### src/rtl/uart_pkg.sv
// Shared UART definitions: data width and the TX/RX state encodings.
package uart_pkg;

  localparam int unsigned c_DATA_BITS = 8;

  typedef enum logic [1:0] {
    IDLE,
    START,
    DATA,
    STOP
  } t_uart_tx_state;

  typedef enum logic [2:0] {
    RX_IDLE,
    RX_START,
    RX_DATA,
    RX_STOP,
    RX_CLEANUP
  } t_uart_rx_state;

endpackage

### src/rtl/uart_baud_counter.sv
// Bit-period counter: runs 0..p_CLKs_PB-1 and flags the last clock of each bit.
module uart_baud_counter
  import uart_pkg::*;
#(
  parameter int unsigned p_CLKs_PB = 217
) (
  input  logic i_Clk,
  input  logic i_Reset,
  input  logic i_Clear,
  output logic o_Bit_End
);

  localparam int unsigned CntW = (p_CLKs_PB > 1) ? $clog2(p_CLKs_PB) : 1;
  localparam logic [CntW-1:0] CntMax = CntW'(p_CLKs_PB - 1);

  logic [CntW-1:0] cnt_q, cnt_d;

  assign o_Bit_End = (cnt_q == CntMax);

  // Wrap at the bit boundary so the counter never needs to exceed p_CLKs_PB-1.
  always_comb begin
    cnt_d = cnt_q + CntW'(1);
    if (i_Clear || o_Bit_End) begin
      cnt_d = '0;
    end
  end

  always_ff @(posedge i_Clk) begin
    if (i_Reset) begin
      cnt_q <= '0;
    end else begin
      cnt_q <= cnt_d;
    end
  end

endmodule

### src/rtl/uart_tx_buffered.sv
// 8N1 UART transmitter with a 1-deep holding register in front of the shifter.
module uart_tx_buffered
  import uart_pkg::*;
#(
  parameter int unsigned p_CLKs_PB = 217
) (
  input  logic       i_Clk,
  input  logic       i_Reset,
  input  logic [7:0] i_Tx_Byte,
  input  logic       i_Tx_Valid,
  output logic       o_Tx_Ready,
  output logic       o_Tx_Serial,
  output logic       o_Tx_Active,
  output logic       o_Tx_Done
);

  if (p_CLKs_PB < 2) begin : g_bad_clks_pb
    $error("uart_tx_buffered: p_CLKs_PB must be at least 2");
  end

  localparam logic [2:0] LastIdx = 3'(c_DATA_BITS - 1);

  t_uart_tx_state   state_q, state_d;
  logic [7:0]       hold_q, hold_d;
  logic             hold_full_q, hold_full_d;
  logic [7:0]       shift_q, shift_d;
  logic [2:0]       idx_q, idx_d;
  logic             serial_q, serial_d;
  logic             bit_end;
  logic             accept;
  logic             load;

  uart_baud_counter #(
    .p_CLKs_PB (p_CLKs_PB)
  ) u_baud (
    .i_Clk     (i_Clk),
    .i_Reset   (i_Reset),
    .i_Clear   (state_q == IDLE),
    .o_Bit_End (bit_end)
  );

  // Ready is low whenever the holding register is full, so accept and load never coincide.
  assign accept = i_Tx_Valid && !hold_full_q;
  assign load   = hold_full_q && ((state_q == IDLE) || ((state_q == STOP) && bit_end));

  always_comb begin
    state_d     = state_q;
    hold_d      = hold_q;
    hold_full_d = hold_full_q;
    shift_d     = shift_q;
    idx_d       = idx_q;

    if (accept) begin
      hold_d      = i_Tx_Byte;
      hold_full_d = 1'b1;
    end
    if (load) begin
      shift_d     = hold_q;
      hold_full_d = 1'b0;
    end

    unique case (state_q)
      IDLE: begin
        if (load) begin
          state_d = START;
        end
      end
      START: begin
        if (bit_end) begin
          state_d = DATA;
          idx_d   = '0;
        end
      end
      DATA: begin
        if (bit_end) begin
          idx_d = idx_q + 3'd1;
          if (idx_q == LastIdx) begin
            state_d = STOP;
          end
        end
      end
      STOP: begin
        if (bit_end) begin
          state_d = load ? START : IDLE;
        end
      end
      default: state_d = IDLE;
    endcase

    // Line level is derived from the next state so it can be registered.
    unique case (state_d)
      START:   serial_d = 1'b0;
      DATA:    serial_d = shift_d[idx_d];
      default: serial_d = 1'b1;
    endcase
  end

  always_ff @(posedge i_Clk) begin
    if (i_Reset) begin
      state_q     <= IDLE;
      hold_q      <= '0;
      hold_full_q <= 1'b0;
      shift_q     <= '0;
      idx_q       <= '0;
      serial_q    <= 1'b1;
    end else begin
      state_q     <= state_d;
      hold_q      <= hold_d;
      hold_full_q <= hold_full_d;
      shift_q     <= shift_d;
      idx_q       <= idx_d;
      serial_q    <= serial_d;
    end
  end

  assign o_Tx_Ready  = !hold_full_q;
  assign o_Tx_Serial = serial_q;
  assign o_Tx_Active = (state_q != IDLE);
  assign o_Tx_Done   = (state_q == STOP) && bit_end;

endmodule

### config.mk
export PLATFORM = sky130hd
export DESIGN_NAME = uart_tx_buffered
export DESIGN_NICKNAME = d
export VERILOG_FILES = /design/src/rtl/uart_pkg.sv /design/src/rtl/uart_baud_counter.sv /design/src/rtl/uart_tx_buffered.sv
export SDC_FILE = /design/constraint.sdc
export NUM_CORES = 1
export LEC_CHECK = 0
export ABC_AREA = 1
export CAP_MARGIN = 20
export CELL_PAD_IN_SITES_DETAIL_PLACEMENT = 0
export CELL_PAD_IN_SITES_GLOBAL_PLACEMENT = 1
export CORE_ASPECT_RATIO = 1.75
export CORE_UTILIZATION = 35
export DETAILED_ROUTE_END_ITERATION = 6
export HOLD_SLACK_MARGIN = 0.15
export PLACE_DENSITY = 0.68
export SLEW_MARGIN = 20
export SYNTH_ARGS = -nofsm -noshare
export SYNTH_HDL_FRONTEND = slang
export SYNTH_SLANG_ARGS = --single-unit
### constraint.sdc
create_clock -name i_Clk -period 4.4 [get_ports i_Clk]
set_input_delay 0.88 -clock i_Clk [delete_from_list [all_inputs] [get_ports i_Clk]]
set_output_delay 0.88 -clock i_Clk [all_outputs]
set_load 0.03 [all_outputs]
Yosys cells after proc, flatten, opt, wreduce, memory -nomap -nowiden
Cells that the tools add are included.
Storage, ports and cells
  bits in registers: 31
  bits of input ports: 11
  output and inout port bits: 4
  logic and storage cells: 41
Operators by class
  $add $sub $neg: 2
  magnitude comparators: 1
  equality and inequality tests: 7
  multiplexer cells: 14
  reduce and logical (&&, ||, !) cells: 10
Operators by type and width (number)
  $mux W2: 5
  $add A8 B1 Y8 const B: 1
  $eq A8 B8 Y1 const B: 1
  $mux W8: 1
  $pmux W2 S4: 1
  $eq A2 B2 Y1 const B: 3
  $mux W3: 2
  $pmux W3 S2: 1
  $eq A2 B1 Y1 const B: 2
  $lt A3 B4 Y1 const B: 1
  $reduce_or A2 Y1: 2
  $add A3 B1 Y3 const B: 1
  $bmux W1 S3: 1
  $eq A3 B3 Y1 const B: 1
  $logic_and A1 B1 Y1: 3
  $logic_not A2 Y1: 1
  $logic_or A1 B1 Y1: 2
  $mux W1: 2
  $pmux W1 S2: 1
  $reduce_bool A2 Y1: 1
  $logic_not A1 Y1: 1

Longest topological paths before layout
Gate-level depths: netlist of the first run.
  word-level depth: 9
  mapped depth: 18
  gate-level depth less buffers: 18

By module
Synthesis of the first run repeated with hierarchy kept, for this count alone.
Unflattened totals
  cell total of the unflattened synthesis: 233
  area total of the unflattened synthesis: 1645.3 um^2
By module, submodules not included
  uart_tx_buffered: instances 1, cells an instance 175, area an instance 1218.7 um^2, sequential area each 460.4 um^2
  uart_baud_counter: instances 1, cells an instance 58, area an instance 426.7 um^2, sequential area each 160.2 um^2

Least setup slack after synthesis of the first run
Ideal clock, no wire load.
  kind: register to register
  from: register u_baud.cnt_q[0]
  to: register serial_q, in the netlist o_Tx_Serial
  setup time: 0.056 ns
  arrival time: 2.023 ns
  data required time: 4.344 ns
  slack: 2.321 ns
  stages on the path, launching flop included: 18
  path buffers: 0
  clock period less this slack: 2.079 ns
  path through: dfxtp_1 inv_1 ha_1 nand2_1 nor2_4 nand2_2 ha_1 o21ai_0 nand2_1 o21ai_0 inv_1 nand3_1 nand3_1 nand2_1 nand2_1 nand3_1 nand2_1 inv_1
On the way
  cells in the longest elaborated chain, start to end: 9
  elaborated cells between the ends (all ways): 19
  classes of those cells: eq/ne: 3; mux: 13; reduce/logical: 3
RTL lines
  start: declaration: RTL line uart_baud_counter.sv:16  | logic [CntW-1:0] cnt_q, cnt_d;
  start signal: assignment: RTL line uart_baud_counter.sv:32  | cnt_q <= cnt_d;
  $eq A8 B8 Y1 (*): RTL line uart_baud_counter.sv:18  | assign o_Bit_End = (cnt_q == CntMax);
  $logic_and A1 B1 Y1: RTL line uart_tx_buffered.sv:44  | assign load = hold_full_q && ((state_q == IDLE) || ((state_q == STOP) && bit_end));
  $logic_or A1 B1 Y1: RTL line uart_tx_buffered.sv:44
  $logic_and A1 B1 Y1: RTL line uart_tx_buffered.sv:44
  $mux W1: RTL line uart_tx_buffered.sv:84  | state_d = load ? START : IDLE;
  $mux W2: RTL line uart_tx_buffered.sv:83  | if (bit_end) begin
  $pmux W2 S4: RTL line uart_tx_buffered.sv:62  | unique case (state_q)
  $eq A2 B2 Y1 / $eq A2 B1 Y1 (equally long branches): RTL line uart_tx_buffered.sv:91  | unique case (state_d)
  $pmux W1 S2 (*): RTL line uart_tx_buffered.sv:91
  end signal: assignment: RTL line uart_tx_buffered.sv:112  | serial_q <= serial_d;
  end: declaration: RTL line uart_tx_buffered.sv:28  | logic serial_q, serial_d;
Mark *: on every way between the ends. The rest lies on a longest branch, timed or not. The select of a mux whose other input is x is not followed.
A chain may end at the register's enable or synchronous reset.

Final worst setup path of the first run
  from: register u_baud.cnt_q[0]
  to: output o_Tx_Done
On the way
  cells in the longest elaborated chain, start to end: 2
RTL lines
  $eq A8 B8 Y1: RTL line uart_baud_counter.sv:18
  $logic_and A1 B1 Y1: RTL line uart_tx_buffered.sv:119  | assign o_Tx_Done = (state_q == STOP) && bit_end;
  end: declaration: RTL line uart_tx_buffered.sv:14  | output logic o_Tx_Done
No other way between the ends.

==> summary.md, run 1 <==
| Metric | Value |
|---|---|
| Status | `finished clean` |
| GRT overflow | `0` |
| Top Usage Layer GRT | `met2` |
| Root buf cell | `clkbuf_8` |
| Clock power frac | `0.354` |
| Critical-path maximum fanout | `6` |
| Synth area leader | `dfxtp_1` |
| Unrepaired setup endpoints after global routing | `no` |
| Reg clk slew, reported paths | `60 ps` |
| Met2 usage | `0.3508` |
| Final GP Congestion | `0.8301` |
| Initial Utilization | `0.3690` |
| Die area | `0.004655 mm2` |
| Final core area utilization | `0.4408` |
| Final Slew Violations | `0` |
| Final WL | `3393 um` |
| Number of hold buffers added after cts | `0` |
| PD cells | `377.0 mW/mm2` |
| CTS sink count | `31` |
| Post-synth top cells | `nand2_1 (35), dfxtp_1 (31), nor2_1 (30), inv_1 (27), nand3_1 (27)` |
| Worst hold start | `u_baud.cnt_q[0]$_SDFF_PP0_` |
| Diodes inserted | `0` |
| Maximum vdd drop | `0.0001921 V` |
| DR vias | `1373` |
| Layout Nets | `248` |
| Initial antenna violation count | `0` |
| Post-CTS sizing | `0` |
| Hold Fails Final Rpt | `0` |
| Mapped Nets | `228` |
| Number of global-route vias before repair | `1398` |
| Worst reg2reg path startpoint | `u_baud.cnt_q[0]$_SDFF_PP0_` |
| Startpoint types | `register` |
| Worst-Margin Slew | `595.0 ps` |
| Yosys warns | `0` |
| Period utilization | `0.6426` |
| Leakage | `0.0007762 uW` |
| Fmax | `0.3537 GHz` |
| HPWL Detailed | `2820 um` |
| Die width | `52.01 um` |
| Num rows | `31` |
| Internal power component | `492.8 uW` |
| # setup viols final | `0` |
| Post-route minimum period | `2827 ps` |
| Initial DRC Count | `31` |
| P_sw | `196.8 uW` |
| Clock skew | `4.347 ps` |
| Core ar. | `0.004150 mm2` |
| Async SR Flop Fraction | `0` |
| Reg2Reg Setup Slack | `1910 ps` |
| EDFF count, synth | `0` |
| H-Tree Depth | `2` |
| Switch share | `0.2854` |
| Area growth syn-to-layout | `19.44%` |
| TritonCTS clock tree | `built` |
| Wire per inst | `12.25 um` |
| CP Class | `register to output port` |
| Avg Cell Area, Syn | `7.398 um2` |
| Met1 Use GR | `0.1437` |
| Synth top area cells | `dfxtp_1 (41%), nand3_1 (8.8%), nand2_1 (8.6%), ha_1 (8.2%), nor2_1 (7.4%)` |
| Max Cap Violations | `0` |
| Sequential Power Share | `0.450` |
| Most common cell in the netlist | `nand2_1` |
| Setup crit start | `u_baud.cnt_q[0]$_SDFF_PP0_` |
| M3 GR Usage | `0.03741` |
| Worst r2r dst | `o_Tx_Serial$_SDFF_PP1_` |
| Hold crit path type | `register to register` |
| Crit end category | `output port` |
| First-pass GRT wire length | `5789 um` |
| CP arrival | `1950 ps` |
| Register area share after synthesis | `0.4052` |
| Sum Neg Setup Slack | `0 ps` |
| Yosys reg bits | `31` |
| CTS Buf Count | `5` |
| Via-to-Cell Ratio | `4.957` |
| CTS Buffer Depth | `2` |
| Ports | `15` |
| End of the critical path | `o_Tx_Done` |
| Post-CTS setup buffer count | `0` |
| Fillers | `445` |
| Overall global routing resource usage | `0.1742` |
| Slew HR | `0.5991` |
| R2r worst-path depth | `17` |
| Drt pass-1 iters | `4` |
| Worst-skew pair later-pin latency | `280 ps` |
| Largest net degree at the start of global routing | `15` |
| Buffers on Ports | `14` |
| Worst Path Required | `3520 ps` |
| Ys flop type | `dfxtp_1` |
| Number of distinct library cells after synthesis | `23` |
| Final ANT Viol Nets | `0` |
| Post-Syn Area | `0.001531 mm2` |
| Cell count after synthesis | `207` |
| Share of cells above drive strength 1 | `0.07018` |
| # DRC | `0` |
| Post-synth top area share | `0.4052` |
| Die Y | `89.51 um` |
| Gate power share | `0.196` |
-- metal layers --
| metal | routed length (um) | vias to the layer above |
|---|---|---|
| met5 | 0 | - |
| met4 | 116 | 0 |
| met3 | 91 | 10 |
| met2 | 2012 | 20 |
| met1 | 1173 | 632 |
| li1 | - | 711 |
-- power groups by stage --
stage / Sequential [uW] / Combinational [uW] / Clock, uW
floorplan: 320 / 86.7 / 0
global placement: 316 / 134 / 0
detailed placement: 317 / 136 / 0
CTS: 311 / 137 / 253
global route: 312 / 152 / 266
finish: 310 / 135 / 244
-- cell families after synthesis --
family / after synthesis / share of synthesized area
fa+ha+maj: 10 / 0.08170
flops: 31 / 0.4052
buf+inv: 29 / 0.07108
simple gates: 105 / 0.3284
compound gates: 31 / 0.1062
mux: 1 / 0.007352
-- layout by cell type, fill, tap and decap left out --
cell             synthesis  routed
nand2_1                 35      35
dfxtp_1                 31      31
nor2_1                  30      30
inv_1                   27      27
nand3_1                 27      27
o21ai_0                 14      14
clkdlybuf4s50_1          0      14
a21oi_1                 12      12
ha_1                    10      10
clkbuf_8                 0       7
nand2_2                  3       3
nor3_1                   2       2
a211oi_1                 2       2
o21ai_1                  2       2
nor3b_1                  2       2
inv_2                    1       1
nor2_8                   1       1
nor2_4                   1       1
nand4_4                  1       1
nand2_4                  1       1
nor4_1                   1       1
a21boi_0                 1       1
nand3_2                  1       1
mux2_1                   1       1
clkbuf_1                 1       1
-- metrics by stage --
step	instances	area, um2	setup slack (ps)	total power (uW)	hold WS, ps
after floorplan	207	1531	2321	406.4	417.3
after global placement	269	1729	1860	450.4	437.1
after detailed placement	269	1729	1764	453.0	443.0
after CTS	277	1829	1540	700.8	453.3
after global routing	277	1829	1419	729.7	486.2
final	277	1829	1573	689.6	446.8
-- area by class of cell --
type,count,area (um2),area share
timing repair buffer,14,140.1,0.07661
sequential,31,620.6,0.3393
tap,49,61.31,0.03352
multi-input combinational,147,802.0,0.4384
inverter,28,105.1,0.05746
clock buffer,8,100.1,0.05472
-- worst max-delay path, cell delays in order, from the launching register on --
cell,delay [ps]
dfxtp_1,320
inv_1,70
ha_1,140
nand2_1,80
nor2_4,190
nand3_1,130
inv_1,70
clkdlybuf4s50_1,660
-- registers in the layout, summed over array words and instances, names as in the netlist --
register      cells
hold_full_q       1
hold_q            8
state_q           2
u_baud.cnt_q      8
idx_q             3
o_Tx_Serial       1
shift_q           8
-- worst min-delay path by stage --
| stage | to | depth (start not counted) |
|---|---|---|
| floorplan | u_baud.cnt_q[0]$_SDFF_PP0_ | 1 |
| global placement | u_baud.cnt_q[0]$_SDFF_PP0_ | 1 |
| detailed placement | u_baud.cnt_q[0]$_SDFF_PP0_ | 1 |
| CTS | u_baud.cnt_q[0]$_SDFF_PP0_ | 1 |
| global route | u_baud.cnt_q[0]$_SDFF_PP0_ | 1 |
| finish | u_baud.cnt_q[0]$_SDFF_PP0_ | 1 |
Note: power is estimated with default switching activity, not from simulation.
==> run 2, diff against run 1 <==
Clock period 4.4 ns to 2.7 ns, I/O delays scaled along.
==> run 2 against run 1 <==
  * Hold slack improved by 21 ps
  * Die area did not move
  * Clock power rose by 41%
  * Via count rose by 0.15%
  * Final cell count rose by 0.36%
  * Global-route usage rose by 0.58 points
  * Total power rose by 56%
  * Routed wire length rose by 3.2%
  * Clock skew rose by 1.7 ps
  * Sequential share of layout area rose by 0.21 points
  * Sequential power rose by 64%
  * Non-clock buffer count rose by 1
  * Critical path type unchanged
  * Critical endpoint unchanged
  * Largest power group unchanged
  * Highest routed layer unchanged
==> summary.md, run 2 (synthesis gave the netlist of run 1 again) <==
| Metric | Value |
|---|---|
| Critical-path maximum fanout | `6 (unchanged)` |
| Top cell family by delay on the critical path | `buffers and inverters` |
| Final ANT Viol Nets | `0 (unchanged)` |
| Largest net degree at the start of global routing | `14 (-1)` |
| Clock skew | `6.077 ps (+1.730 ps)` |
| Slew HR | `0.6368 (+0.03764)` |
| Number of global-route vias before repair | `1406 (+0.57%)` |
| Worst setup margin | `171.3 ps (-1401 ps)` |
| Share of cells above drive strength 1 | `0.06987 (-0.0003064)` |
| Reg2Reg Setup Slack | `340 ps (-1570 ps)` |
| DR vias | `1375 (+0.15%)` |
| Post-route minimum period | `2529 ps` |
| Crit end category | `output port` |
| Worst-Margin Slew | `539.2 ps (-55.87 ps)` |
| GRT overflow | `0 (unchanged)` |
| Wire per inst | `12.59 um (+2.8%)` |
| Drt pass-1 iters | `4 (unchanged)` |
| Sequential Power Share | `0.473 (+0.023)` |
| CTS Buf Count | `5 (unchanged)` |
| Worst Path Required | `2160 ps (-1360 ps)` |
| Fillers | `435 (-2.2%)` |
| Largest regs | `hold_q x8, shift_q x8, u_baud.cnt_q x8` |
| First-pass GRT wire length | `6009 um (+3.8%)` |
| Gate power share | `0.207 (+0.011)` |
| Most common cell after layout, fill and taps aside | `nand2_1` |
| TritonCTS clock tree | `built` |
| CP cell instances | `inv_1 -> ha_1 -> nand2_1 -> nor2_4 -> nand3_1 -> inv_1 -> clkdlybuf4s50_1` |
| Hold Fails Final Rpt | `0 (unchanged)` |
| Final Slew Violations | `0 (unchanged)` |
| Number of hold buffers added after cts | `0 (unchanged)` |
| Period utilization | `0.9366` |
| CTS sink count | `31 (unchanged)` |
| Post-CTS sizing | `0 (unchanged)` |
| Area occupied by multi-input gates | `802.0 um2 (unchanged)` |
| Die Y | `89.51 um (unchanged)` |
| Layout Nets | `249 (+0.40%)` |
| Initial antenna violation count | `0 (unchanged)` |
| Leakage | `0.0007717 uW (-0.58%)` |
| Register cell area after layout | `620.6 um2 (unchanged)` |
| Final Power | `1074 uW (+56%)` |
| Most used cell, CP | `inv_1` |
| Initial Utilization | `0.3690 (unchanged)` |
| PD cells | `590.9 mW/mm2 (+57%)` |
| Unrepaired setup endpoints after global routing | `no` |
| Worst-skew pair later-pin latency | `280 ps (about the same)` |
| Status | `finished clean` |
| # DRC | `0 (unchanged)` |
| Final WL | `3500 um (+3.2%)` |
| Final GP Congestion | `0.8884 (+7.0%)` |
| Diodes inserted | `0 (unchanged)` |
| Max incr delay on CP | `660 ps (about the same)` |
| Area growth syn-to-layout | `18.71%` |
| WP buf/inv | `3 (unchanged)` |
| Hold crit path type | `register to register` |
| CP Class | `register to output port` |
| H-Tree Depth | `2 (unchanged)` |
| Via-to-Cell Ratio | `4.946 (-0.21%)` |
| Post-CTS setup buffer count | `0 (unchanged)` |
| Num rows | `31 (unchanged)` |
| # setup viols final | `0 (unchanged)` |
| Root buf cell | `clkbuf_8` |
| Fmax | `0.3955 GHz` |
| CTS Buffer Depth | `2 (unchanged)` |
| Final core area utilization | `0.4380 (-0.002714)` |
| Commonest cells after routing, fill and taps aside | `nand2_1 (35), dfxtp_1 (31), nor2_1 (30)` |
| HPWL Detailed | `2900 um (+2.8%)` |
| Switch share | `0.3002 (+0.01478)` |
| Die area | `0.004655 mm2 (unchanged)` |
| Initial DRC Count | `44 (+42%)` |
| P_sw | `322.5 uW (+64%)` |
| Overall global routing resource usage | `0.1801 (+0.005826)` |
| Max Cap Violations | `0 (unchanged)` |
| CP arrival | `1990 ps (+40 ps)` |
| Post-Layout Inst Area | `0.001818 mm2 (-0.62%)` |
| Maximum vdd drop | `0.0002824 V (+47%)` |
| Ports | `15 (unchanged)` |
| Core ar. | `0.004150 mm2 (unchanged)` |
| Clock power frac | `0.320 (-0.034)` |
| Post-place setup slack | `356.9 ps (-1407 ps)` |
| Buffers on Ports | `14 (unchanged)` |
| Reg clk slew, reported paths | `60 ps (about the same)` |
| Die width | `52.01 um (unchanged)` |
| Internal power component | `751.9 uW (+53%)` |
| Sum Neg Setup Slack | `0 ps (unchanged)` |
| Cell Area, Placed | `0.001737 mm2 (+0.43%)` |
| CP max-delay cell | `clkdlybuf4s50_1` |
| Startpoint types | `register` |
==> run 2: changes by cell type in the layout (fill, tap and decap cells not counted) <==
cell      delta
buf_4        +1
clkinv_2     +1
clkbuf_8     -2
clkbuf_1     +1
==> run 2: per-stage QoR <==
| step | cells | hold slack, ps |
|---|---|---|
| final | 278 | 468.1 |
| after global routing | 278 | 499.3 |
| after detailed placement | 270 | 456.6 |
| after global placement | 270 | 430.8 |
| after floorplan | 207 | 417.3 |
| after CTS | 278 | 468.1 |
==> run 2: power by group through the flow <==
stage	sequential, uW	combinational [uW]	clock [uW]
2_1_floorplan	521	141	0
3_3_place_gp	518	221	0
3_5_place_dp	519	224	0
4_1_cts	509	225	355
5_1_grt	511	253	375
6_report	508	222	344
==> run 2: layout make-up <==
| type | count | share of cell area |
|---|---|---|
| Tap cell | 49 | 0.03372 |
| Clock inverter | 1 | 0.002753 |
| Sequential cell | 31 | 0.3414 |
| Clock buffer | 7 | 0.04198 |
| Inverter | 28 | 0.05781 |
| Timing Repair Buffer | 15 | 0.08121 |
| Multi-Input combinational cell | 147 | 0.4412 |
==> run 2: final timing paths <==
kind,from,endpoint,cells past startpoint
hold / removal,u_baud.cnt_q[0]$_SDFF_PP0_,u_baud.cnt_q[0]$_SDFF_PP0_,1
setup reg to reg,u_baud.cnt_q[0]$_SDFF_PP0_,o_Tx_Serial$_SDFF_PP1_,17
hold reg to reg,u_baud.cnt_q[0]$_SDFF_PP0_,u_baud.cnt_q[0]$_SDFF_PP0_,1
setup / recovery,u_baud.cnt_q[0]$_SDFF_PP0_,o_Tx_Done,7
==> run 2: per-layer routing <==
layer,wire [um],global-route usage
met1,1167,0.1449
met4,120,0.1081
met2,2106,0.3683
met5,0,0
met3,106,0.03912
==> run 3, diff against run 2 <==
--- a/config.mk
+++ b/config.mk
@@ -12,2 +12,3 @@
 export CORE_ASPECT_RATIO = 1.75
+export CORE_MARGIN = 5
 export CORE_UTILIZATION = 35
--- a/constraint.sdc
+++ b/constraint.sdc
@@ -3,2 +3,2 @@
 set_output_delay 0.54 -clock i_Clk [all_outputs]
-set_load 0.03 [all_outputs]
+set_load 0.05 [all_outputs]
==> run 3 against run 2 <==
  * Sequential power is essentially flat
  * Total power grew 3.8%
  * Maximum frequency grew 3.6%
  * Global-route usage shrank 4.0 points
  * Combinational power grew 8%
  * Flip-flop and latch count is the same
  * Routed wire length grew 4.6%
  * Non-clock buffer count grew 1
==> summary.md, run 3 (synthesis gave the netlist of run 1 again) <==
| Metric | Value |
|---|---|
| Num rows | `32 (+3.2%)` |
| Root buf cell | `clkbuf_8` |
| Initial Utilization | `0.3542 (-0.01484)` |
| # setup viols final | `0 (unchanged)` |
| Critical-path maximum fanout | `4 (-2)` |
| Worst hold start | `u_baud.cnt_q[0]$_SDFF_PP0_` |
| # DRC | `0 (unchanged)` |
| Die Y | `97.51 um (+8.9%)` |
| Final ANT Viol Nets | `0 (unchanged)` |
| Worst Path Required | `2160 ps (about the same)` |
| Initial DRC Count | `39 (-11%)` |
| Reg clk slew, reported paths | `60 ps (about the same)` |
| Post-route minimum period | `2441 ps (-87.87 ps)` |
| CTS Buffer Depth | `2 (unchanged)` |
| Initial antenna violation count | `0 (unchanged)` |
| Reg2Reg Setup Slack | `370 ps (+30 ps)` |
| Post-CTS setup buffer count | `0 (unchanged)` |
| Hold crit path type | `register to register` |
| Number of hold buffers added after cts | `0 (unchanged)` |
| Status | `finished clean` |
| Via-to-Cell Ratio | `4.846 (-2.0%)` |
| R2r worst-path depth | `17 (unchanged)` |
| Fmax | `0.4097 GHz (+3.6%)` |
| Worst reg2reg path startpoint | `u_baud.cnt_q[0]$_SDFF_PP0_` |
| Post-CTS sizing | `0 (unchanged)` |
| Largest net degree at the start of global routing | `14 (unchanged)` |
| CP arrival | `1900 ps (-90 ps)` |
| GRT overflow | `0 (unchanged)` |
| Final GP Congestion | `0.7634 (-14%)` |
| Core ar. | `0.004324 mm2 (+4.2%)` |
| Layout Nets | `250 (+0.40%)` |
| PD cells | `608.6 mW/mm2 (+3.0%)` |
| Maximum vdd drop | `0.0003484 V (+23%)` |
| Startpoint types | `register` |
| Worst r2r dst | `o_Tx_Serial$_SDFF_PP1_` |
| Crit end category | `output port` |
| TritonCTS clock tree | `built` |
| Worst hold endpoint | `u_baud.cnt_q[0]$_SDFF_PP0_` |
| Overall global routing resource usage | `0.1403 (-0.03976)` |
| Hold path cells | `1 (unchanged)` |
| CTS Buf Count | `5 (unchanged)` |
| Worst-Margin Slew | `501.3 ps (-37.91 ps)` |
| Final core area utilization | `0.4236 (-0.01443)` |
| Die area | `0.005851 mm2 (+26%)` |
| Largest regs | `hold_q x8, shift_q x8, u_baud.cnt_q x8` |
| Ports | `15 (unchanged)` |
| Leakage | `0.0007830 uW (+1.5%)` |
| Clock skew | `6.075 ps (-0.002660 ps)` |
| HPWL Detailed | `2976 um (+2.6%)` |
| Die width | `60.01 um (+15%)` |
| Max Cap Violations | `0 (unchanged)` |
| Unrepaired setup endpoints after global routing | `no` |
| Period utilization | `0.9040 (-0.03254)` |
| CTS sink count | `31 (unchanged)` |
| Slew HR | `0.6623 (+0.02554)` |
| Commonest cells after routing, fill and taps aside | `nand2_1 (35), dfxtp_1 (31), nor2_1 (30)` |
| Area growth syn-to-layout | `19.61%` |
| Final Slew Violations | `0 (unchanged)` |
| Most common cell after layout, fill and taps aside | `nand2_1` |
| First-pass GRT wire length | `6113 um (+1.7%)` |
| Buffers on Ports | `14 (unchanged)` |
| Hold Fails Final Rpt | `0 (unchanged)` |
| Final WL | `3660 um (+4.6%)` |
| H-Tree Depth | `2 (unchanged)` |
| CP Class | `register to output port` |
| Diodes inserted | `0 (unchanged)` |
| Drt pass-1 iters | `4 (unchanged)` |
| Sum Neg Setup Slack | `0 ps (unchanged)` |
| Number of global-route vias before repair | `1389 (-1.2%)` |
| Worst-skew pair later-pin latency | `280 ps (about the same)` |
| Share of cells above drive strength 1 | `0.08297 (+0.01310)` |
| Wire per inst | `13.07 um (+3.8%)` |
| DR vias | `1357 (-1.3%)` |
[run 3: cell types whose count changed in the layout (fill, tap and decap cells not counted)]
cell | before | now
clkbuf_1 | 2 | 0
clkbuf_8 | 5 | 6
clkdlybuf4s50_1 | 14 | 13
buf_4 | 1 | 3
[run 3: per-stage QoR]
stage                     hold slack, ps  instance area (um2)  std cells  setup WS (ps)  total power (uW)
after floorplan                    417.3                 1531        207          621.1             678.3
after global placement             433.8                 1744        273          457.2             765.5
after detailed placement           440.0                 1744        273          403.1             763.6
after CTS                          453.4                 1832        280          242.5              1135
after global routing               472.9                 1832        280          66.02              1181
final                              449.1                 1832        280          259.2              1115
[run 3: cell type report]
type	count	area [um2]
Fill cell	480	2492
Multi-Input combinational cell	147	802.0
Inverter	28	105.1
Clock buffer	6	82.58
Timing Repair Buffer	16	152.6
Sequential cell	31	620.6
Tap cell	51	63.81
Clock inverter	1	5.005
[run 3: how the worst max path moves through the flow]
| stage | startpoint | to | slack (ps) | cells after the start |
|---|---|---|---|---|
| after floorplan | u_baud.cnt_q[0]$_SDFF_PP0_ | o_Tx_Serial$_SDFF_PP1_ | 620 | 17 |
| after global placement | u_baud.cnt_q[0]$_SDFF_PP0_ | o_Tx_Serial$_SDFF_PP1_ | 460 | 17 |
| after detailed placement | u_baud.cnt_q[0]$_SDFF_PP0_ | o_Tx_Serial$_SDFF_PP1_ | 400 | 17 |
| after CTS | state_q[1]$_SDFF_PP0_ | o_Tx_Active | 240 | 4 |
| after global routing | u_baud.cnt_q[0]$_SDFF_PP0_ | o_Tx_Serial$_SDFF_PP1_ | 70 | 17 |
| final | state_q[1]$_SDFF_PP0_ | o_Tx_Active | 260 | 4 |
[run 3: power by group]
group          switching [uW]  total [uW]  internal, uW
Clock                     166         366           200
Combinational             154         240          85.3
Sequential               20.6         509           489
[run 3: metal layers]
layer,global-route usage,up-vias,part of all wire
met5,0,-,0
met4,0.06143,0,0.021
met3,0.02926,6,0.033
met2,0.2775,20,0.61
met1,0.1231,618,0.33
li1,-,713,-
[run 3: critical path, stage by stage (launching register included)]
cell,delay [ps]
dfxtp_1,400
inv_1,110
ha_1,210
inv_1,90
clkdlybuf4s50_1,810
